--- config.mk ---
export PLATFORM = sky130hd
export DESIGN_NAME = iter_shifter
export DESIGN_NICKNAME = d
export VERILOG_FILES = /design/src/rtl/iter_shifter.sv
export SDC_FILE = /design/constraint.sdc
export NUM_CORES = 1
export LEC_CHECK = 0
export CORE_UTILIZATION = 49
export DETAILED_ROUTE_END_ITERATION = 12
export HOLD_SLACK_MARGIN = 0.08
export PLACE_DENSITY = 0.71
export SYNTH_ARGS = -nofsm -noshare
export SYNTH_HDL_FRONTEND = slang
export SYNTH_SLANG_ARGS = --single-unit
--- constraint.sdc ---
create_clock -name clk -period 4.7 [get_ports clk]
set_input_delay 0.705 -clock clk [delete_from_list [all_inputs] [get_ports clk]]
set_output_delay 0.705 -clock clk [all_outputs]
set_load 0.05 [all_outputs]
--- src/rtl/iter_shifter.sv ---
// Multi-cycle shifter/rotator (SLL, SRL, SRA, ROTL) moving at most MAX_STEP bits per clock.
// start/busy/done handshake; rd holds the last completed result.
//
//   state   | meaning
//   --------+----------------------------------------------------------
//   S_IDLE  | waiting for start; inputs latched on accept
//   S_SHIFT | acc moved by min(rem, MAX_STEP) each clock, rem counts down
//   S_DONE  | rd valid, one-cycle done pulse, back to idle next clock
module iter_shifter #(
    parameter int WIDTH    = 32,
    parameter int SHAMT_W  = 5,
    parameter int MAX_STEP = 4
) (
    input  logic               clk,
    input  logic               rst_n,
    input  logic               start,
    input  logic [1:0]         op,
    input  logic [WIDTH-1:0]   rt,
    input  logic [SHAMT_W-1:0] shamt,
    output logic               busy,
    output logic               done,
    output logic [WIDTH-1:0]   rd
);

    typedef enum logic [1:0] {
        S_IDLE  = 2'd0,
        S_SHIFT = 2'd1,
        S_DONE  = 2'd2
    } state_t;

    localparam logic [SHAMT_W-1:0] STEP    = SHAMT_W'(MAX_STEP);
    localparam logic [SHAMT_W:0]   WIDTH_C = (SHAMT_W+1)'(WIDTH);

    state_t             state, state_nxt;
    logic [WIDTH-1:0]   acc;
    logic [SHAMT_W-1:0] rem;
    logic [1:0]         op_q;

    logic [SHAMT_W-1:0] amt;
    logic [SHAMT_W-1:0] rem_nxt;
    logic [SHAMT_W:0]   rot_back;
    logic [WIDTH-1:0]   shifted;
    logic               accept;

    assign accept   = (state == S_IDLE) && start;
    assign amt      = (rem < STEP) ? rem : STEP;
    assign rem_nxt  = rem - amt;
    assign rot_back = WIDTH_C - {1'b0, amt};

    // amt is never zero while shifting, so rot_back stays below WIDTH there
    always_comb begin
        shifted = acc;
        case (op_q)
            2'b00:   shifted = acc << amt;
            2'b01:   shifted = acc >> amt;
            2'b10:   shifted = WIDTH'($signed(acc) >>> amt);
            default: shifted = (acc << amt) | (acc >> rot_back);
        endcase
    end

    always_ff @(posedge clk or negedge rst_n) begin
        if (!rst_n) state <= S_IDLE;
        else        state <= state_nxt;
    end

    always_comb begin
        state_nxt = state;
        case (state)
            S_IDLE: begin
                if (start) state_nxt = (shamt == '0) ? S_DONE : S_SHIFT;
            end
            S_SHIFT: begin
                if (rem_nxt == '0) state_nxt = S_DONE;
            end
            S_DONE:  state_nxt = S_IDLE;
            default: state_nxt = S_IDLE;
        endcase
    end

    always_ff @(posedge clk or negedge rst_n) begin
        if (!rst_n) begin
            acc  <= '0;
            rem  <= '0;
            op_q <= '0;
            rd   <= '0;
        end else if (accept) begin
            acc  <= rt;
            rem  <= shamt;
            op_q <= op;
            if (shamt == '0) rd <= rt;
        end else if (state == S_SHIFT) begin
            acc <= shifted;
            rem <= rem_nxt;
            if (rem_nxt == '0) rd <= shifted;
        end
    end

    assign busy = (state == S_SHIFT) || (state == S_DONE);
    assign done = (state == S_DONE);

endmodule

==> metrics.md, run 1 <==
| Metric | Value |
|---|---|
| Run status | `finished clean` |
| Multi-input gate area | `4195 sq um` |
| IO Count | `76` |
| Total grt overflow | `0` |
| Ys flop type | `dfrtp_1` |
| Die area | `13460 sq um` |
| TritonRoute pass-1 iters | `6` |
| Fillers | `1203` |
| Worst Skew | `9.199 ps` |
| Number of synthesized register bits | `between 70 and 80` |
| Port bufs | `75` |
| Hold crit path type | `register to register` |
| Syn Area/Cell | `7.636 sq um` |
| Worst Reg-to-Reg Cells | `10` |
| Final Hold Vio Count | `0` |
| Unique cell type count in the Yosys netlist | `67` |
| Ys async rst share | `100.0%` |
| Syn Nets | `881` |
| Synth top area cells | `dfrtp_1 29%, nand2_1 11%, mux2i_1 8.0%, o21ai_0 5.8%, a21oi_1 3.5%` |
| Hold path cells | `2` |
| Worst slew pin tran | `1007 ps` |
| Max-slew violations | `0` |
| TritonCTS clock tree | `done` |
| Ant diodes | `0` |
| Area delta synth->final | `17.66%` |
| Final HPWL DP | `17580 um` |
| Final core utilization | `59.14%` |
| Wire length per cell | `approximately 25 um` |
| Syn Inst Count | `834` |
| TNS Setup | `0 ps` |
| Max-Cap Viols | `0` |
| CTS Hold Bufs | `0` |
| Htree depth | `3` |
| Total number of vias | `7109` |
| GRT Total Usage | `around 40%` |
| Worst endpoint required time | `4970 ps` |
| Post-Syn Area | `6369 sq um` |
| First-pass GRT wire length | `39100 um` |
| Fmax | `0.2716 GHz` |
| RSZ-0062 raised after global routing | `no` |
| Nets | `a little over 900` |
| Core area | `12670 sq um` |
| Synth top area share | `28.68%` |
| Dominant cell type by area after synthesis | `dfrtp_1` |
| Total setup buffers inserted after CTS | `0` |
| Vias per Instance | `just under 7` |
| Cts repair resizes | `0` |
| Residual DRC | `0` |
| Count of final setup violators | `0` |
| DIE HEIGHT | `about 120 um` |
| CTS max path bufs | `2` |
| Vias in the first global route | `6634` |
| # rows | `41` |
| Initial antenna violation count | `1` |
| Drt first-iter violations | `863` |
| Largest net degree at the start of global routing | `74` |
| Worst-skew pair later-pin latency | `approximately 360 ps` |
| Yosys warnings | `0` |
| Critical Path Start Type | `register` |
| Reg2reg setup slack | `between 1000 and 1500 ps` |
| Post-synth EDFFs | `0` |
| Clock Tree Root | `clkbuf_16` |
| Die Span X | `roughly 120 um` |
| Setup CP Type | `register to register` |
| Final WL | `~26000 um` |
| Critical Path Sink Type | `register` |
| Final min period | `3682 ps` |
| Final period utilization | `78.34%` |
| TritonCTS Buffers | `9` |
| Worst path arrival time | `just under 4000 ps` |
| Placer Congestion | `1.017` |
| Part of the Yosys area used for sequential elements | `28.68%` |
| Routed Antenna Nets | `0` |
| Peak fanout along the critical path | `15` |
| Initial core utilization | `about half` |
| Register area | `1827 sq um` |
| Clock Pin Slew Worst Setup and Hold Paths | `60 ps` |
| Slew margin rel. | `32.88%` |
| Share of layout cells above drive strength 1 | `9.908%` |
| Clock Sinks | `between 70 and 80` |
==> path summary, 6_finish.rpt <==
check | end | start
worst max-delay path | rd[19] | rem[2]
worst min register to register | rd[24] | rd[24]
worst max register to register | rd[19] | rem[2]
min in group asynchronous | rem[4] | rst_n
worst min-delay path | rd[24] | rd[24]
max in group asynchronous | rd[0] | rst_n
==> registers in the layout, indices dropped and copies added (netlist names) <==
signal,flops
state,2
acc,32
rem,5
rd,32
op_q,2
==> layout by cell type, fill, tap and decap left out, types with 5 or more instances in the layout <==
master,n
nand2_1,192
o21ai_0,74
clkdlybuf4s50_1,74
dfrtp_1,73
mux2i_1,51
a21oi_1,44
nand3_1,41
nor2_1,37
buf_4,23
a31oi_1,19
o211ai_1,17
mux2_2,17
nor3_1,13
o31ai_1,11
a211oi_1,11
o22ai_1,10
and2_1,10
a21o_1,9
mux4_2,9
inv_1,9
clkbuf_16,9
a221oi_1,8
and3_1,7
o221ai_1,7
a22oi_1,5
ha_1,5
==> final cells by class <==
cell class	instances	area share, %
multi-input combinational	670	55.99
sequential	73	24.38
timing repair buffer	97	12.19
clock buffer	9	3.006
tap	172	2.872
clock inverter	7	0.9350
inverter	12	0.6345
==> cells by family after synthesis <==
family | count (synthesis) | synth area share (%)
DFF | 73 | 28.68
other | 1 | 0.05888
and+or+nand+nor | 333 | 23.18
muxes | 81 | 15.07
xor gates and xnor gates | 4 | 0.8449
adders and majority gates | 5 | 0.9823
buffers and inverters | 91 | 6.345
AOI/OAI and AO/OA | 246 | 24.83
==> worst max-delay path: stages, from the launching register on <==
cell and delay, ps:
dfrtp_1 680, nor4b_4 110, inv_1 110, ha_1 150, buf_4 210, or4b_1 730
nor3_2 610, nand2_1 310, o221ai_1 350, o22ai_1 150, o21ai_0 180
==> per-stage QoR <==
stage	hold slack (ps)	cell area [sq um]	cells	setup WS [ps]
3_3_place_gp	463.3	7196	1024	1251
2_1_floorplan	409.4	6369	834	1237
6_report	483.0	7493	1040	1018
4_1_cts	489.5	7491	1040	1116
3_5_place_dp	474.5	7196	1024	1144
5_1_grt	513.0	7493	1040	822.0
==> routing by layer <==
metal  global-route usage (%)  vias up  share of wire, %
li1                         -     3099                 -
met1                    54.78     3378                41
met2                    57.90      549                43
met3                    12.76       83                12
met4                    13.16        0               2.8
met5                        0        -                 0
==> synthesized netlist by cell type, types with 10 or more instances <==
master      n
and2_1     10
dfrtp_1    73
a31oi_1    20
buf_2      21
nor2_1     39
o21ai_0    74
nand3_1    41
o22ai_1    10
o211ai_1   17
a211oi_1   11
o31ai_1    11
nand2_1   193
clkbuf_1   43
nor3_1     14
mux2i_1    51
mux2_2     17
a21oi_1    44
Power of run 1 is not shown: default switching activity piles up to over one toggle a cycle in this logic, so the estimate is an artifact.
==> run 2: changes to the inputs <==
==> constraint.sdc (replaced) <==
create_clock -name clk -period 3.8 [get_ports clk]
set_input_delay 0.57 -clock clk [delete_from_list [all_inputs] [get_ports clk]]
set_output_delay 0.57 -clock clk [all_outputs]
set_load 0.05 [all_outputs]
==> metrics.md, run 2 (same netlist as run 1, synthesis figures left out) <==
| Metric | Value |
|---|---|
| Regs by FF count | `acc x32, rd x32, rem x5` |
| TritonCTS Buffers | `9` |
| CTS Hold Bufs | `0` |
| Die Span X | `116.0 um` |
| Share of layout cells above drive strength 1 | `between 10% and 20%` |
| Slew margin rel. | `a little over a third` |
| Setup CP Type | `register to register` |
| Placer Congestion | `0.9712` |
| Final Hold Vio Count | `0` |
| Initial core utilization | `50.26%` |
| Residual DRC | `0` |
| TritonRoute pass-1 iters | `6` |
| Clock Pin Slew Worst Setup and Hold Paths | `80 ps` |
| Max-slew violations | `0` |
| # rows | `41` |
| Hold crit path type | `input pin to asynchronous set/reset pin` |
| Vias in the first global route | `6456` |
| Worst endpoint required time | `4030 ps` |
| GRT Total Usage | `38.56%` |
| Vias per Instance | `between 6 and 7` |
| Total number of vias | `7086` |
| Count of final setup violators | `0` |
| Die area | `13460 sq um` |
| Htree depth | `3` |
| Core area | `12670 sq um` |
| Largest net degree at the start of global routing | `74` |
| Crit path max-delay family | `compound AO/OA/AOI/OAI gates` |
| Clock Tree Root | `clkbuf_16` |
| Wire length per cell | `~24 um` |
| Crit-path cells | `or3_1 > nand2_1 > ha_1 > or4b_1 > a31oi_1 > o221ai_1 > nor2_1 > a31oi_4 > buf_4 > mux2_2` |
| IO Count | `76` |
| Worst-skew pair later-pin latency | `360 ps` |
| Largest stage delay, worst path | `670 ps` |
| Fmax | `0.2833 GHz` |
| Worst slew pin tran | `974.9 ps` |
| Commonest non-fill, non-tap cells in the layout | `192 x nand2_1, 74 x o21ai_0, 74 x clkdlybuf4s50_1` |
| Final min period | `3530 ps` |
| Nets | `between 900 and 1000` |
| Area delta synth->final | `20.28%` |
| Final WL | `roughly 25000 um` |
| Clock Sinks | `73` |
| Total setup buffers inserted after CTS | `0` |
| Port bufs | `75` |
| First-pass GRT wire length | `38370 um` |
| CTS max path bufs | `2` |
| TritonCTS clock tree | `done` |
| Routed Antenna Nets | `0` |
| Max-Cap Viols | `0` |
| Worst path arrival time | `between 3000 and 4000 ps` |
| Total grt overflow | `0` |
| Peak fanout along the critical path | `27` |
| Critical Path Sink Type | `register` |
| Worst Skew | `around 19 ps` |
| Slowest cell on the critical path | `a31oi_4` |
| Commonest non-fill, non-tap cell in the layout | `nand2_1` |
| Final HPWL DP | `between 15000 and 20000 um` |
| Run status | `finished clean` |
| WP buf/inv | `1` |
| Cts repair resizes | `0` |
| Critical Path Start Type | `register` |
| DIE HEIGHT | `116.0 um` |
| TNS Setup | `0 ps` |
| Initial antenna violation count | `1` |
| RSZ-0062 raised after global routing | `no` |
| Drt first-iter violations | `just under 1000` |
| Final period utilization | `92.89%` |
## run 2: cell count changes in the layout (fill, tap and decap cells not counted), moves of 2 or more
cell | before | now
bufinv_16 | 1 | 4
buf_4 | 23 | 31
buf_12 | 0 | 2
clkinv_2 | 3 | 0
## run 2: stage by stage
step                      utilization, %  hold WS [ps]  setup WS (ps)  std cells  cell area, sq um
after global routing               60.43         449.7          58.08       1050              7657
after CTS                          60.43         409.8          319.6       1050              7657
after detailed placement           57.54         470.8          338.1       1034              7291
after floorplan                        -         274.4          336.9        834              6369
after global placement             57.54         468.0          515.0       1034              7291
final                              60.45         350.6          270.1       1051              7660
## run 2: area by class of cell
cell class,count,area [sq um]
Fill cell,1179,5011
Multi-Input combinational cell,670,4188
Sequential cell,73,1827
Timing Repair Buffer,107,1013
Clock buffer,10,229.0
Tap cell,172,215.2
Clock inverter,6,137.6
Inverter,12,47.55
Antenna cell,1,2.502
## run 2: worst reg2reg max path: stages (launching register included)
cell      delay [ps]
dfrtp_1          530
or3_1            400
nand2_1          100
ha_1             290
or4b_1           150
a31oi_1           80
o221ai_1         370
nor2_1           190
a31oi_4          670
buf_4            300
mux2_2           340
## run 2: worst paths after layout
check	endpoint	depth (start not counted)	slack, ps	from
worst min-delay path	acc[19]	1	350	rst_n
worst max register to register	rd[23]	10	270	rem[4]
max in group asynchronous	rd[12]	1	2780	rst_n
worst max-delay path	rd[23]	10	270	rem[4]
min in group clk	rd[7]	2	480	rd[7]
worst min register to register	rd[7]	2	480	rd[7]
## run 2: metal layers
metal,track usage [%],share of wire [%],wire length (um)
met1,55.96,42,10460
met2,55.71,43,10710
met3,7.479,12,3038
met4,16.24,3.6,900
met5,0,0,0
Power of run 2 is left out for the same reason.
==> run 3: changes to the inputs <==
--- a/config.mk
+++ b/config.mk
@@ -5,6 +5,7 @@
 export SDC_FILE = /design/constraint.sdc
 export NUM_CORES = 1
 export LEC_CHECK = 0
+export ABC_CLOCK_PERIOD_IN_PS = 3800
 export CORE_UTILIZATION = 49
 export DETAILED_ROUTE_END_ITERATION = 12
 export HOLD_SLACK_MARGIN = 0.08
==> results of run 3 <==
The final DEF is identical to that of run 2; final timing and power are the same.
Power of run 3 is left out for the same reason.
